--- src/rtl/mem_ctrl_pkg.sv ---
// mem_ctrl_pkg: shared constants for the memory controller.
//   state_t      - controller FSM state encoding
//   LEN_*        - lsb_len access-size codes
//   OP_*         - load/store opcode field values used by the LSB
//   is_io_addr() - memory-mapped IO decode (addr[17:16] == 2'b11)
//   len_to_bytes - access-size code to byte count
package mem_ctrl_pkg;

  typedef enum logic [1:0] {
    ST_IDLE  = 2'd0,
    ST_READ  = 2'd1,
    ST_WRITE = 2'd2,
    ST_DONE  = 2'd3
  } state_t;

  localparam logic [1:0] LEN_BYTE = 2'd0;
  localparam logic [1:0] LEN_HALF = 2'd1;
  localparam logic [1:0] LEN_WORD = 2'd2;

  localparam logic [6:0] OP_LOAD  = 7'b0000011;
  localparam logic [6:0] OP_STORE = 7'b0100011;

  localparam logic [1:0] IO_SEL = 2'b11;

  function automatic logic is_io_addr(input logic [31:0] a);
    return a[17:16] == IO_SEL;
  endfunction

  // Unused code 3 is treated as a word access.
  function automatic logic [2:0] len_to_bytes(input logic [1:0] len);
    case (len)
      LEN_BYTE: return 3'd1;
      LEN_HALF: return 3'd2;
      default:  return 3'd4;
    endcase
  endfunction

endpackage

--- src/rtl/mem_ctrl.sv ---
// mem_ctrl: byte-wide RAM controller serving instruction fetch (ic) and
// load/store (lsb) requesters, one transaction at a time.
// Ports:
//   clk_in, rst_in (sync, active high), rdy_in (global enable)
//   mem_din/mem_dout/mem_a/mem_wr  - byte RAM, 1-cycle read latency
//   io_buffer_full                 - stalls writes to IO space
//   rob_clear                      - flush; aborts reads, never stores
//   ic_req/ic_addr -> ic_ready/ic_data           (word fetch)
//   lsb_req/wr/len/addr/wdata -> lsb_ready/lsb_rdata (zero-extended load)
module mem_ctrl
  import mem_ctrl_pkg::*;
(
  input  logic        clk_in,
  input  logic        rst_in,
  input  logic        rdy_in,
  input  logic [7:0]  mem_din,
  output logic [7:0]  mem_dout,
  output logic [31:0] mem_a,
  output logic        mem_wr,
  input  logic        io_buffer_full,
  input  logic        rob_clear,
  input  logic        ic_req,
  input  logic [31:0] ic_addr,
  output logic        ic_ready,
  output logic [31:0] ic_data,
  input  logic        lsb_req,
  input  logic        lsb_wr,
  input  logic [1:0]  lsb_len,
  input  logic [31:0] lsb_addr,
  input  logic [31:0] lsb_wdata,
  output logic        lsb_ready,
  output logic [31:0] lsb_rdata
);

  state_t      r_state, w_next;
  logic [2:0]  r_cnt;      // edges since accept (read) / bytes written (write)
  logic [2:0]  r_n;        // transaction byte count
  logic        r_lsb;      // owner: 1 = lsb, 0 = ic
  logic [31:0] r_addr;
  logic [31:0] r_wdata;
  logic [31:0] r_buf;      // read bytes assembled so far
  logic [31:0] r_ic_data;
  logic [31:0] r_lsb_rdata;
  // While frozen the RAM keeps reading the held address, so the byte that was
  // in flight when rdy_in dropped is parked here and used on the resume edge.
  logic [7:0]  r_hold;
  logic        r_stall;

  logic [31:0] w_byte_a;
  logic        w_io_blk;
  logic        w_accept;
  logic [7:0]  w_din;
  logic [1:0]  w_bsel;
  logic [31:0] w_merged;

  assign w_byte_a = r_addr + {29'd0, r_cnt};
  assign w_io_blk = is_io_addr(w_byte_a) && io_buffer_full;
  assign w_accept = (r_state == ST_IDLE) && !rob_clear && (lsb_req || ic_req);
  assign w_din    = r_stall ? r_hold : mem_din;
  // At count c the byte arriving is byte c-1.
  assign w_bsel   = r_cnt[1:0] - 2'd1;
  assign w_merged = r_buf | ({24'd0, w_din} << {w_bsel, 3'b000});

  assign ic_data   = r_ic_data;
  assign lsb_rdata = r_lsb_rdata;

  always_ff @(posedge clk_in) begin
    if (rst_in) r_state <= ST_IDLE;
    else        r_state <= w_next;
  end

  always_comb begin
    w_next    = r_state;
    mem_a     = 32'd0;
    mem_dout  = 8'd0;
    mem_wr    = 1'b0;
    ic_ready  = 1'b0;
    lsb_ready = 1'b0;
    case (r_state)
      ST_IDLE: begin
        if (w_accept) w_next = (lsb_req && lsb_wr) ? ST_WRITE : ST_READ;
      end
      ST_READ: begin
        if (r_cnt < r_n) mem_a = w_byte_a;
        if (rob_clear)           w_next = ST_IDLE;
        else if (r_cnt == r_n)   w_next = ST_DONE;
      end
      ST_WRITE: begin
        mem_a    = w_byte_a;
        mem_dout = r_wdata[{r_cnt[1:0], 3'b000} +: 8];
        mem_wr   = rdy_in && !w_io_blk;
        if (!w_io_blk && (r_cnt == r_n - 3'd1)) w_next = ST_DONE;
      end
      ST_DONE: begin
        ic_ready  = rdy_in && !r_lsb;
        lsb_ready = rdy_in && r_lsb;
        w_next    = ST_IDLE;
      end
      default: w_next = ST_IDLE;
    endcase
    if (!rdy_in) w_next = r_state;
  end

  always_ff @(posedge clk_in) begin
    if (rst_in) begin
      r_cnt       <= 3'd0;
      r_n         <= 3'd0;
      r_lsb       <= 1'b0;
      r_addr      <= 32'd0;
      r_wdata     <= 32'd0;
      r_buf       <= 32'd0;
      r_ic_data   <= 32'd0;
      r_lsb_rdata <= 32'd0;
      r_hold      <= 8'd0;
      r_stall     <= 1'b0;
    end else if (!rdy_in) begin
      if (!r_stall) r_hold <= mem_din;
      r_stall <= 1'b1;
    end else begin
      r_stall <= 1'b0;
      case (r_state)
        ST_IDLE: begin
          if (w_accept) begin
            r_cnt <= 3'd0;
            r_buf <= 32'd0;
            if (lsb_req) begin
              r_lsb   <= 1'b1;
              r_addr  <= lsb_addr;
              r_wdata <= lsb_wdata;
              r_n     <= len_to_bytes(lsb_len);
            end else begin
              r_lsb   <= 1'b0;
              r_addr  <= ic_addr;
              r_wdata <= 32'd0;
              r_n     <= 3'd4;
            end
          end
        end
        ST_READ: begin
          if (!rob_clear) begin
            if (r_cnt != 3'd0) r_buf <= w_merged;
            if (r_cnt == r_n) begin
              if (r_lsb) r_lsb_rdata <= w_merged;
              else       r_ic_data   <= w_merged;
            end else begin
              r_cnt <= r_cnt + 3'd1;
            end
          end
        end
        ST_WRITE: begin
          if (!w_io_blk) r_cnt <= r_cnt + 3'd1;
        end
        default: r_cnt <= 3'd0;
      endcase
    end
  end

endmodule
--- config.mk ---
export PLATFORM = sky130hd
export DESIGN_NAME = mem_ctrl
export DESIGN_NICKNAME = d
export VERILOG_FILES = /design/src/rtl/mem_ctrl_pkg.sv /design/src/rtl/mem_ctrl.sv
export SDC_FILE = /design/constraint.sdc
export NUM_CORES = 1
export LEC_CHECK = 0
export ABC_AREA = 1
export ABC_CLOCK_PERIOD_IN_PS = 7600
export BUFFER_PORTS_ARGS = -buffer_cell sky130_fd_sc_hd__buf_2
export CAP_MARGIN = 20
export CORE_ASPECT_RATIO = 1.75
export CORE_MARGIN = 4
export CORE_UTILIZATION = 31
export CTS_BUF_LIST = sky130_fd_sc_hd__clkbuf_8 sky130_fd_sc_hd__clkbuf_16
export CTS_CLUSTER_DIAMETER = 50
export DETAILED_ROUTE_END_ITERATION = 7
export PLACE_DENSITY_LB_ADDON = 0.1
export SYNTH_ARGS = -nofsm -noshare
export SYNTH_HDL_FRONTEND = slang
export SYNTH_SLANG_ARGS = --single-unit
export TNS_END_PERCENT = 5
--- constraint.sdc ---
create_clock -name clk_in -period 7.6 [get_ports clk_in]
set_clock_uncertainty 0.1 [all_clocks]
set_input_delay 0.76 -clock clk_in [delete_from_list [all_inputs] [get_ports clk_in]]
set_output_delay 0.76 -clock clk_in [all_outputs]
set_load 0.01 [all_outputs]
==> impl_results.md <==
- Remaining antenna violation count: 0
- Worst path most repeated cell: nor2_1
- CP Class: flop to primary output
- PwrDens: 220 nW/um^2
- Worst-margin pin slew: 0.899 ns
- Clk network pwr share: 40.2%
- Setup crit end kind: primary output
- Post-layout nets: 1578
- Worst path slowest cell: dfxtp_1
- Largest stage delay on the critical path: 0.65 ns
- Later-pin clock latency in the skew report: 0.44 ns
- DRC: 0
- Pin count of the biggest net entering global routing: 119
- Fraction of layout cells with a size suffix above 1: 19.3%
- Post CTS Setup Buffer Count: 0
- Peak VDD IR: 0.173 mV
- Root Driver: clkbuf_16
- RSZ-0062 raised after global routing: no
- Layout area overhead: 22.9%
- CP max FO: 14
- Sequential power share: 42.7%
- Flops & latches, synth: 178
- Most frequent cells in the layout: a21oi_1 (236), buf_2 (219), nand2_1 (188)
- Rows: 81
- Vias in the first global route: 8348
- Global route overflow: 0
- Post-synth top flop: dfxtp_1
- RD Place Congestion: 0.808
- Critical Path AT: 3.45 ns
- Fin area: 10700 sq um
- Max Root-Sink Buffers: 2
- Number of flops mapped to enable cells by yosys: 0
- Hpwl dp: 21.5 mm
- Die footprint: 31000 sq um
- Slew margin rel.: 40.1%
- Sw power: 0.703 mW
- Wire per inst: 15.9 microns
- Final TNS setup: 0 ns
- Port bufs: 220
- Leading cell type in the layout, fill and taps excluded: a21oi_1
- Sw frac: 29.8%
- Cells along the critical path: clkinv_1, fa_1, nor2_1, nor2_1, inv_1, nand2_1, inv_1, nand3_1, nor2_1, nand2_2, nand2_1, nor3b_1, buf_2
- Tot GR Track Use: 18.6%
- LEAKAGE: 4.53 nW
- Final setup vio count: 0
- CTS clk-pin slew, worst paths: 0.07 ns
- Die width: 135 microns
- Starting DRT DRC Count: 508
- Htree depth: 4
- Final cell count without fillers: 1834
- Core ar.: 27900 sq um
- Status: complete, no violations
- Logic gate share of total power: 17.1%
- Post-placement cell area: 10100 sq um
- CTS sink count: 178
- Cts hold-fix bufs: 0
- CTS Buf Count: 17
- Required @ worst endpoint: 6.74 ns
- Max-slew violation count: 0
- Hold Vio Cnt, Final: 0
- Pre-antenna DRT Iters: 7
- Die Y-Extent: 230 microns
- Antenna diodes: 0
- Internal Power: 1.66 mW
- Drt total wl: 29.2 mm
- CP Buf/Inv Count: 4
- Final Cycle Share: 56.8%
- First-pass GRT wire length: 45.0 mm
- Max-capacitance violation count: 0
- Distinct cells, synth: 38
- Initial antenna violation count: 1
- Vias: 8692
- Minimum clock period: 4.31 ns
- Vias per cell: 4.74
- Dpl cells: 1802
- # resized after CTS: 0
- # IOs: 221
- Syn Std Cell Area: 8730 sq um
- Sequential share of the synthesized area: 40.8%
- Fmax: 0.232 GHz
- Mapped Nets: 1405
- Async set-reset flop share out of synthesis: 0%
- Initial Util: 31.3%
- Yosys warning total: 0
- Worst setup SP type: flop
- Syn Inst Count: 1276
- Hold crit path type: flop to flop
- Cell family with most CP delay: simple AND/OR/NAND/NOR gates
- CTS tree: built
- Syn Area/Cell: 6.84 sq um
-- sequential cells by signal, summed over array words and instances, names as in the netlist, 2 cells and up --
signal     cells
r_wdata       32
r_buf         32
r_cnt          3
r_n            3
ic_data       32
r_hold         8
r_state        2
lsb_rdata     32
r_addr        32
-- worst min-delay path: stages (launching register included) --
cell and delay, ns:
dfxtp_1 0.31, nand2_1 0.06, a21oi_1 0.05
-- worst paths after layout --
kind	from	end	slack [ns]	cells past startpoint
setup / recovery	r_cnt[1]	mem_a[20]	3.29	13
hold / removal	r_buf[20]	r_buf[20]	0.36	2
setup reg to reg	r_cnt[1]	ic_data[5]	4.23	6
hold reg to reg	r_buf[20]	r_buf[20]	0.36	2
-- area by class of cell --
type | instances | area (sq um)
Fill cell | 3050 | 17100
Sequential cell | 178 | 3560
Multi-Input combinational cell | 851 | 4210
Inverter | 171 | 643
Timing Repair Buffer | 230 | 1220
Clock inverter | 13 | 185
Tap cell | 373 | 467
Clock buffer | 18 | 439
-- Yosys cell counts (2+ instances only) --
cell type | instances | share of area, %
a211oi_1 | 4 | 0.34
a21oi_1 | 236 | 14
buf_2 | 18 | 1.0
clkbuf_1 | 57 | 2.5
clkinv_1 | 3 | 0.13
dfxtp_1 | 178 | 41
ha_1 | 14 | 2.0
inv_1 | 164 | 7.1
inv_2 | 4 | 0.17
mux2i_1 | 8 | 0.92
nand2_1 | 188 | 8.1
nand2_2 | 4 | 0.29
nand3_1 | 61 | 3.5
nand4_1 | 5 | 0.36
nor2_1 | 115 | 4.9
nor2_2 | 3 | 0.22
nor2_4 | 4 | 0.52
nor3_1 | 21 | 1.2
nor3b_1 | 3 | 0.26
nor4_1 | 2 | 0.14
nor4_4 | 2 | 0.49
o21ai_0 | 134 | 7.7
o21ai_1 | 31 | 1.8
xnor2_1 | 2 | 0.20
xor2_1 | 2 | 0.20
-- power groups by stage --
stage	Clock (mW)	Combinational (mW)	Sequential (mW)
after floorplan	0	0.268	1.02
after global placement	0	0.406	1.03
after detailed placement	0	0.409	1.03
after CTS	0.985	0.411	1.01
after global routing	1.02	0.459	1.01
final	0.948	0.403	1.01
-- metrics by stage --
| stage | utilization [%] | setup slack, ns | power (mW) | hold slack [ns] |
|---|---|---|---|---|
| 3_5_place_dp | 36.1 | 3.74 | 1.44 | 0.352 |
| 2_1_floorplan | - | 4.24 | 1.29 | 0.341 |
| 4_1_cts | 38.4 | 3.24 | 2.40 | 0.362 |
| 5_1_grt | 38.5 | 3.00 | 2.49 | 0.378 |
| 3_3_place_gp | 36.0 | 3.82 | 1.43 | 0.347 |
| 6_report | 38.5 | 3.29 | 2.36 | 0.360 |
-- cells by family after synthesis --
family | synth area share (%)
compound gates | 24.0
xor+xnor | 0.401
fa+ha+maj | 2.24
buf+inv | 11.0
flops | 40.8
mux | 0.917
simple gates | 20.7
-- metal layers --
metal / vias to the layer above / part of all wire [%] / GRT usage, %
met4: 0 / 3.0 / 7.55
li1: 4547 / - / -
met1: 3922 / 38 / 19.7
met3: 41 / 3.8 / 3.66
met5: - / 0 / 0
met2: 182 / 55 / 35.4
(Power assumes the default switching activity.)
